**src/rtl/ps2_note_decoder.sv**
```systemverilog
// ----------------------------------------------------------------------------
// ps2_note_decoder
//   Receives device-to-host PS/2 keyboard frames, extracts the scancode bytes,
//   follows make / break (F0) / extended (E0) sequences, and maps the three
//   letter rows of the keyboard onto note indices 1..21 for the piano
//   controller. STOP_CODE on the output means no note is held.
//
// Ports
//   iClk       system clock
//   iReset_n   asynchronous active-low reset
//   iPs2_Clk   raw PS/2 clock line (asynchronous, synchronised here)
//   iPs2_Dat   raw PS/2 data line  (asynchronous, synchronised here)
//   oPs2_Data  current note code: 1..21, or STOP_CODE
//   oValid     one-cycle pulse whenever oPs2_Data changes value
//   oFrameErr  one-cycle pulse whenever a frame is discarded
//
// Configuration macro
//   PARITY_CHECK_EN  when defined, frames failing odd parity are dropped and
//                    flagged on oFrameErr; otherwise the parity bit is ignored.
// ----------------------------------------------------------------------------
module ps2_note_decoder #(
    parameter int         FILTER_LEN     = 4,
    parameter int         TIMEOUT_CYCLES = 50000,
    parameter logic [7:0] STOP_CODE      = 8'd99
) (
    input  logic       iClk,
    input  logic       iReset_n,
    input  logic       iPs2_Clk,
    input  logic       iPs2_Dat,
    output logic [7:0] oPs2_Data,
    output logic       oValid,
    output logic       oFrameErr
);

    localparam int FW = (FILTER_LEN > 1) ? $clog2(FILTER_LEN) : 1;
    localparam int TW = $clog2(TIMEOUT_CYCLES + 1);
    localparam logic [FW-1:0] FILT_MAX = FW'(FILTER_LEN - 1);
    localparam logic [TW-1:0] TO_MAX   = TW'(TIMEOUT_CYCLES - 1);

    typedef enum logic [1:0] {F_IDLE, F_DATA, F_PARITY, F_STOP} frame_state_t;
    typedef enum logic [1:0] {D_MAKE, D_BRK, D_EXT, D_EXT_BRK} dec_state_t;

    // ------------------------------------------------------------------
    // Input synchronisers and clock glitch filter
    // ------------------------------------------------------------------
    logic [1:0]    clk_sync_q;
    logic [1:0]    dat_sync_q;
    logic [FW-1:0] filt_cnt_q;
    logic          filt_q;
    logic          filt_prev_q;
    logic          fall;
    logic          dat;

    assign dat  = dat_sync_q[1];
    // Falling edge is seen the cycle after the filtered level drops.
    assign fall = filt_prev_q & ~filt_q;

    always_ff @(posedge iClk or negedge iReset_n) begin
        if (!iReset_n) begin
            clk_sync_q  <= 2'b11;
            dat_sync_q  <= 2'b11;
            filt_cnt_q  <= '0;
            filt_q      <= 1'b1;
            filt_prev_q <= 1'b1;
        end else begin
            clk_sync_q  <= {clk_sync_q[0], iPs2_Clk};
            dat_sync_q  <= {dat_sync_q[0], iPs2_Dat};
            filt_prev_q <= filt_q;
            // Count consecutive samples that disagree with the filtered level;
            // flip only once FILTER_LEN of them have been seen in a row.
            if (clk_sync_q[1] == filt_q) begin
                filt_cnt_q <= '0;
            end else if (filt_cnt_q == FILT_MAX) begin
                filt_cnt_q <= '0;
                filt_q     <= clk_sync_q[1];
            end else begin
                filt_cnt_q <= filt_cnt_q + 1'b1;
            end
        end
    end

    // ------------------------------------------------------------------
    // Frame FSM
    // ------------------------------------------------------------------
    frame_state_t  fstate_q, fstate_d;
    logic [2:0]    bit_cnt_q, bit_cnt_d;
    logic [7:0]    shift_q, shift_d;
    logic          par_q, par_d;
    logic [TW-1:0] to_cnt_q, to_cnt_d;
    logic          byte_stb_q, byte_stb_d;
    logic          ferr_q, ferr_d;
    logic          par_ok;

`ifdef PARITY_CHECK_EN
    // Odd parity: XOR over data and parity bit must be 1.
    assign par_ok = par_q;
`else
    assign par_ok = 1'b1;
`endif

    always_ff @(posedge iClk or negedge iReset_n) begin
        if (!iReset_n) begin
            fstate_q   <= F_IDLE;
            bit_cnt_q  <= '0;
            shift_q    <= '0;
            par_q      <= 1'b0;
            to_cnt_q   <= '0;
            byte_stb_q <= 1'b0;
            ferr_q     <= 1'b0;
        end else begin
            fstate_q   <= fstate_d;
            bit_cnt_q  <= bit_cnt_d;
            shift_q    <= shift_d;
            par_q      <= par_d;
            to_cnt_q   <= to_cnt_d;
            byte_stb_q <= byte_stb_d;
            ferr_q     <= ferr_d;
        end
    end

    always_comb begin
        fstate_d   = fstate_q;
        bit_cnt_d  = bit_cnt_q;
        shift_d    = shift_q;
        par_d      = par_q;
        to_cnt_d   = to_cnt_q;
        byte_stb_d = 1'b0;
        ferr_d     = 1'b0;

        if (fstate_q == F_IDLE) begin
            to_cnt_d = '0;
            if (fall && !dat) begin
                fstate_d  = F_DATA;
                bit_cnt_d = '0;
                par_d     = 1'b0;
            end
        end else if (fall) begin
            to_cnt_d = '0;
            case (fstate_q)
                F_DATA: begin
                    shift_d = {dat, shift_q[7:1]};
                    par_d   = par_q ^ dat;
                    if (bit_cnt_q == 3'd7) begin
                        fstate_d = F_PARITY;
                    end else begin
                        bit_cnt_d = bit_cnt_q + 3'd1;
                    end
                end
                F_PARITY: begin
                    par_d    = par_q ^ dat;
                    fstate_d = F_STOP;
                end
                default: begin
                    fstate_d = F_IDLE;
                    if (dat && par_ok) begin
                        byte_stb_d = 1'b1;
                    end else begin
                        ferr_d = 1'b1;
                    end
                end
            endcase
        end else if (to_cnt_q == TO_MAX) begin
            fstate_d = F_IDLE;
            to_cnt_d = '0;
            ferr_d   = 1'b1;
        end else begin
            to_cnt_d = to_cnt_q + 1'b1;
        end
    end

    // ------------------------------------------------------------------
    // Scancode -> note map (0 = unmapped)
    // ------------------------------------------------------------------
    logic [7:0] mapped_note;

    always_comb begin
        case (shift_q)
            8'h1C: mapped_note = 8'd1;
            8'h1B: mapped_note = 8'd2;
            8'h23: mapped_note = 8'd3;
            8'h2B: mapped_note = 8'd4;
            8'h34: mapped_note = 8'd5;
            8'h33: mapped_note = 8'd6;
            8'h3B: mapped_note = 8'd7;
            8'h15: mapped_note = 8'd8;
            8'h1D: mapped_note = 8'd9;
            8'h24: mapped_note = 8'd10;
            8'h2D: mapped_note = 8'd11;
            8'h2C: mapped_note = 8'd12;
            8'h35: mapped_note = 8'd13;
            8'h3C: mapped_note = 8'd14;
            8'h1A: mapped_note = 8'd15;
            8'h22: mapped_note = 8'd16;
            8'h21: mapped_note = 8'd17;
            8'h2A: mapped_note = 8'd18;
            8'h32: mapped_note = 8'd19;
            8'h31: mapped_note = 8'd20;
            8'h3A: mapped_note = 8'd21;
            default: mapped_note = 8'd0;
        endcase
    end

    // ------------------------------------------------------------------
    // Decoder FSM and output registers
    // ------------------------------------------------------------------
    dec_state_t dstate_q, dstate_d;
    logic [7:0] note_q, note_d;
    logic       valid_q, valid_d;
    logic       err_out_q;

    always_ff @(posedge iClk or negedge iReset_n) begin
        if (!iReset_n) begin
            dstate_q  <= D_MAKE;
            note_q    <= STOP_CODE;
            valid_q   <= 1'b0;
            err_out_q <= 1'b0;
        end else begin
            dstate_q  <= dstate_d;
            note_q    <= note_d;
            valid_q   <= valid_d;
            // Delayed one stage so it lines up with oValid timing; since one
            // frame event yields either a byte or an error, they never overlap.
            err_out_q <= ferr_q;
        end
    end

    always_comb begin
        dstate_d = dstate_q;
        note_d   = note_q;
        valid_d  = 1'b0;

        if (byte_stb_q) begin
            case (dstate_q)
                D_MAKE: begin
                    if (shift_q == 8'hF0) begin
                        dstate_d = D_BRK;
                    end else if (shift_q == 8'hE0) begin
                        dstate_d = D_EXT;
                    end else if (mapped_note != 8'd0 && mapped_note != note_q) begin
                        // Last key wins; a typematic repeat changes nothing.
                        note_d  = mapped_note;
                        valid_d = 1'b1;
                    end
                end
                D_BRK: begin
                    dstate_d = D_MAKE;
                    if (mapped_note != 8'd0 && mapped_note == note_q) begin
                        note_d  = STOP_CODE;
                        valid_d = 1'b1;
                    end
                end
                D_EXT: begin
                    dstate_d = (shift_q == 8'hF0) ? D_EXT_BRK : D_MAKE;
                end
                default: begin
                    dstate_d = D_MAKE;
                end
            endcase
        end
    end

    assign oPs2_Data = note_q;
    assign oValid    = valid_q;
    assign oFrameErr = err_out_q;

endmodule

```
**config.mk**
```make
export PLATFORM = sky130hd
export DESIGN_NAME = ps2_note_decoder
export DESIGN_NICKNAME = d
export VERILOG_FILES = /design/src/rtl/ps2_note_decoder.sv
export SDC_FILE = /design/constraint.sdc
export NUM_CORES = 1
export LEC_CHECK = 0
export CORE_UTILIZATION = 45
export DETAILED_ROUTE_END_ITERATION = 7
export HOLD_SLACK_MARGIN = 0.06
export PLACE_DENSITY = 0.72
export RECOVER_POWER = 25
export SYNTH_ARGS = -nofsm -noshare
export SYNTH_HDL_FRONTEND = slang
export SYNTH_SLANG_ARGS = --single-unit
```
**constraint.sdc**
```tcl
create_clock -name iClk -period 2.9 [get_ports iClk]
set_clock_uncertainty 0.15 [all_clocks]
set_input_delay 0.435 -clock iClk [delete_from_list [all_inputs] [get_ports iClk]]
set_output_delay 0.435 -clock iClk [all_outputs]
set_load 0.03 [all_outputs]
```
# Yosys cells after proc, flatten, opt, wreduce, memory -nomap -nowiden
# Memories as Yosys holds them, arrays and structs flattened.
# Index checks and enable logic that the tools add are counted.
dict set report word_totals {
  input_bits 4
  out_inout_bits 10
  word_cells 103
  memories 1
  rom_bits 320
  ff_bits 51
}
dict set report classes {
  n_reduce_logical 19
  bitwise_logic 4
  n_eq_ne 20
  n_mux 41
  addsub 3
}
# memory depth width rd rd_ports_with_merged_regs wr line
set memory_table {}
lappend memory_table {{(name not given)} 64 5 1 0 0 177} ;# case (shift_q)
# operator n
set ops {}
lappend ops {{$mux 16} 3}
lappend ops {{$mux 8} 5}
lappend ops {{$mux 2} 10}
lappend ops {{$add 16x1->16 const B} 1}
lappend ops {{$eq 16x16->1 const B} 1}
lappend ops {{$eq 8x8->1 const B} 2}
lappend ops {{$pmux 8 s2} 1}
lappend ops {{$mux 3} 5}
lappend ops {{$mux 1} 14}
lappend ops {{$ne 2x2->1 const B} 5}
lappend ops {{$eq 8x8->1} 1}
lappend ops {{$ne 8x8->1} 1}
lappend ops {{$pmux 2 s2} 2}
lappend ops {{$reduce_bool 8->1} 1}
lappend ops {{$eq 2x2->1 const B} 3}
lappend ops {{$logic_not 2->1} 3}
lappend ops {{$reduce_and 3->1} 2}
lappend ops {{$reduce_and 6->1} 1}
lappend ops {{$reduce_bool 2->1} 3}
lappend ops {{$eq 2x1->1 const B} 2}
lappend ops {{$ne 4x4->1 const B} 1}
lappend ops {{$reduce_and 2->1} 2}
lappend ops {{$reduce_and 4->1} 1}
lappend ops {{$add 3x1->3 const B} 1}
lappend ops {{other kinds (12)} 16}

# Logic depth before layout (Yosys ltp)
dict set report logic_depth {
  depth_word 9
  mapped_depth 11
  ltp_nobuf 9
}

# Worst setup path after synthesis
# Ideal clock, no wire load.
dict set report synth_path {
  path_type {register -> register}
  startpoint {register shift_q[1]}
  endpoint {register note_q[2] (netlist: oPs2_Data[2])}
  slack_ns 0.061
  required_time_ns 2.630
  path_stages_with_launch 12
  t_arrival_ns 2.569
  path_buffers 2
  synth_period_minus_slack_ns 2.839
  setup_time_ns 0.120
  cell_sequence {dfrtp_1 -> clkbuf_2 -> inv_1 -> ha_1 -> mux2_2 -> a311o_1 -> a21boi_0 -> mux2_4 -> nand4_4 -> or3_1 -> buf_2 -> a31o_1}
}
dict set report synth_between {
  elab_chain_len 6
  elab_cells_between_ends 18
  cone_classes {eq/ne (8); mux (5); reduce/logical (4); memory (1)}
}
# item line
set synth_rtl {}
lappend synth_rtl {{start, declared} 87} ;# logic [7:0] shift_q, shift_d;
lappend synth_rtl {{start signal, assigned} 113} ;# shift_q <= shift_d;
lappend synth_rtl {{$mem_v2 64x5} -}
lappend synth_rtl {{$mux 8} 177}
lappend synth_rtl {{$eq 8x8->1, or another cell as far along} 247} ;# if (mapped_note != 8'd0 && mapped_note == note_q) begin
lappend synth_rtl {{$logic_and 1x1->1, or another cell as far along} 247}
lappend synth_rtl {{$ne 2x2->1 (no line) or $mux 8 (tied branches)} -}
lappend synth_rtl {{$reduce_and 6->1 (no line) or $pmux 8 s2 (tied branches)} -}
lappend synth_rtl {{end signal, assigned} 219} ;# note_q <= note_d;
lappend synth_rtl {{end, declared} 207} ;# logic [7:0] note_q, note_d;
# Several ways; a longest one is shown, not always the timed one. The select of a mux whose other input is x is not followed.
# A chain may end at the register's enable or synchronous reset.

# Final worst setup path
dict set report layout_path {
  startpoint {register shift_q[0]}
  endpoint {register note_q[4] (netlist: oPs2_Data[4])}
}
# The elaborated chain is that of the path after synthesis.

==> flow_summary.yaml <==
floorplanning:
  die_w_um: 79.7
  start_util_pct: 47.8
  io_pins: 14
  die_h_um: 79.7
  std_cell_rows: 27
  core_area_mm2: 0.00568
  die_area_mm2: 0.00635
drt:
  first_iter_violations: 94
  firstDrtPassIters: 6
  wirelength_um: 4910
  ant_nets: 0
  dr_total_vias: 2010
  wl_per_cell_um: 13.7
  vias_per_cell: 5.61
  drc: 0
run_status:
  status: "finished, final reports clean"
min_path:
  min_path_cells: 0
  hold_class: "reg2reg"
  hold_start: "ferr_q"
  min_to: "oFrameErr"
final_layout:
  drive_above_1_share_pct: 15.4
  num-nets-final: 300
  most-common-layout-cells: "dfrtp_1, nor2_1, nand2_1"
  diodes: 0
  fin_cells: 358
  final_common_cell: "dfrtp_1"
  area_growth_pct: 12.6
  nFillCells: 513
clock_network:
  cts_tree: "yes"
  clk_pin_slew_ps: 90
  htree_levels: 2
  numCtsBuffers: 5
  cts.path.max_buffers: 2
  cts_root_buf: "clkbuf_8"
  clkSinkCount: 49
  clkLatencyLatePin_ps: 300
critical_path:
  path_buf_inv: 2
  critPathLaunchType: "register"
  crit_fanout: 7
  crit_chain: "inv_1 -> ha_1 -> mux2_2 -> a311o_1 -> a21boi_0 -> mux2_4 -> nand4_4 -> buf_4 -> a32o_1 -> a31o_1"
  r2r-end: "oPs2_Data[4]"
  cpPeakStageDelay_ps: 400
  cp_top_family: "compound AO/OA/AOI/OAI gates"
  r2r_cells: 10
  worstPathRequired_ps: 2950
  crit_path_top_delay_cell: "dfrtp_1"
  crit_type: "reg2reg"
  endpoint_kind: "register"
  timing.rr.start: "shift_q[0]"
  arrival_ps: 2790
  reg2reg_slack_ps: 160
synth:
  syn-instance-count: 266
  async_flop_share_pct: 100
  syn_avg_cell_area_um2: 10.2
  synth.cell_area_mm2: 0.00271
  synth_top_area_share_pct: 36.9
  synth_cell_types: 55
  synth_area_leaders: "dfrtp_1, dfstp_2, ha_1"
  ys_ff_latch: 49
  yosysWarnings: 0
  syn_nets: 281
  synth_edf_count: 0
  yosys_most_used_dff: "dfrtp_1"
  yosysSeqAreaShare_pct: 45.6
  synth_top_area_cell: "dfrtp_1"
timing:
  period_needed_ps: 2740
  rsz0062_at_grt: "no"
  max_slew_margin_pct: 42.9
  drv_slew: 0
  finalHoldViolations: 0
  worst_slew_pin_slew_ps: 856
  finalSetupTns_ps: 0
  setup_viol: 0
  fin_crit_sh_pct: 94.3
  max_freq_ghz: 0.366
grt:
  grt_max_degree: 35
  grt_antenna_before_repair: 0
  track_usage_pct: 17.5
  grt_pass1_vias: 2012
  grt_pass1_wl_um: 8710
  grt.overflow.total: 0
power:
  power.share.clock_pct: 22.2
  p_sw_mw: 0.666
  p_seq_share_pct: 45.9
  intPower_mw: 1.26
  powerDensity_mw_per_mm2: 630
  p_sw_share_pct: 34.6
  leakagePower_nw: 1.28
  ir_worst_vdd_mv: 0.441
  p_comb_share_pct: 31.9
placed_design:
  place.gp.congestion: 0.849
  numPortBuffers: 12
  dp_hpwl_um: 3560
  dp_cells: 349
job:
  maxCapViolCount: 0
## how the worst max path moves through the flow
stage / startpoint / end / slack (ps) / cells after the start
after global routing: shift_q[0] / oPs2_Data[3] / 20 / 10
final: shift_q[0] / oPs2_Data[4] / 160 / 10
after global placement: shift_q[0] / oPs2_Data[4] / 140 / 9
after detailed placement: shift_q[0] / oPs2_Data[4] / 80 / 9
after floorplan: shift_q[1] / oPs2_Data[2] / 60 / 11
after CTS: shift_q[0] / oPs2_Data[4] / 70 / 9
## sequential cells by signal, indices dropped and copies added (netlist names)
name,flops
to_cnt_q,16
dat_sync_q,2
bit_cnt_q,3
oPs2_Data,6
oFrameErr,1
byte_stb_q,1
oValid,1
filt_q,1
fstate_q,2
ferr_q,1
clk_sync_q,2
filt_cnt_q,2
filt_prev_q,1
shift_q,8
dstate_q,2
## cells in the mapped netlist (3+ instances only)
library cell,n
a21oi_1,9
a31o_1,3
a31oi_1,3
a32o_1,4
and3_1,6
and3b_1,3
buf_2,3
buf_4,3
clkbuf_1,3
dfrtp_1,40
dfstp_2,9
ha_1,11
inv_1,13
mux2_2,10
mux2i_1,3
nand2_1,16
nand2b_1,3
nand3_1,9
nand4_1,7
nor2_1,26
nor2b_1,8
nor3_1,5
nor4_1,3
o21ai_0,12
or3_1,3
xnor2_1,12
xor2_1,6
## routing by layer
layer,track usage (%),wire length [um],vias up
li1,-,-,991
met1,22.7,2350,982
met2,28.8,2360,29
met3,3.77,142,8
met4,6.00,63,0
met5,0,0,-
## area by class of cell
type / instances / area (um^2) / share of cell area (%)
inverter: 13 / 48.8 / 1.60
tap: 72 / 90.1 / 2.95
clock inverter: 2 / 17.5 / 0.573
sequential: 49 / 1240 / 40.5
multi-input combinational: 191 / 1370 / 44.8
timing repair buffer: 25 / 211 / 6.92
clock buffer: 6 / 82.6 / 2.70
## kinds of logic (layout without fill, tap and decap cells)
kind of cell,after synthesis,after routing,synth area share [%]
AND/OR/NAND/NOR,97,97,19.2
XOR/XNOR,18,18,5.81
flip-flops,49,49,45.6
multiplexers,14,14,5.81
other,1,1,0.138
adder cells (fa/ha/maj),11,11,5.07
AO/OA/AOI/OAI,50,50,13.6
buffers and inverters,26,46,4.75
## metrics by stage
stage	area [um^2]	setup slack, ps	hold WS (ps)	total power [mW]	utilization, %
after floorplan	2710	61.0	-10.6	1.31	-
after global placement	2930	141	185	1.49	51.6
after detailed placement	2930	77.8	190	1.50	51.6
after CTS	3040	70.7	205	1.94	53.5
after global routing	3060	22.0	215	2.05	53.8
final	3060	164	203	1.93	53.8
## power groups by stage
stage	logic, mW	registers (mW)	clock network, mW
final	0.614	0.883	0.428
after global routing	0.683	0.903	0.467
after CTS	0.617	0.881	0.442
after detailed placement	0.613	0.891	0
after global placement	0.598	0.888	0
after floorplan	0.420	0.889	0
## repair_timing
item | 4_1_cts | 5_1_grt
gates resized for setup | 0 | 4
setup buffers | 0 | 0
endpoints found under the setup margin | 0 | 6
hold endpoints to repair | 12 | 0
hold buffers | 1 | 0
No activity file was read; power rests on OpenSTA's default activity.
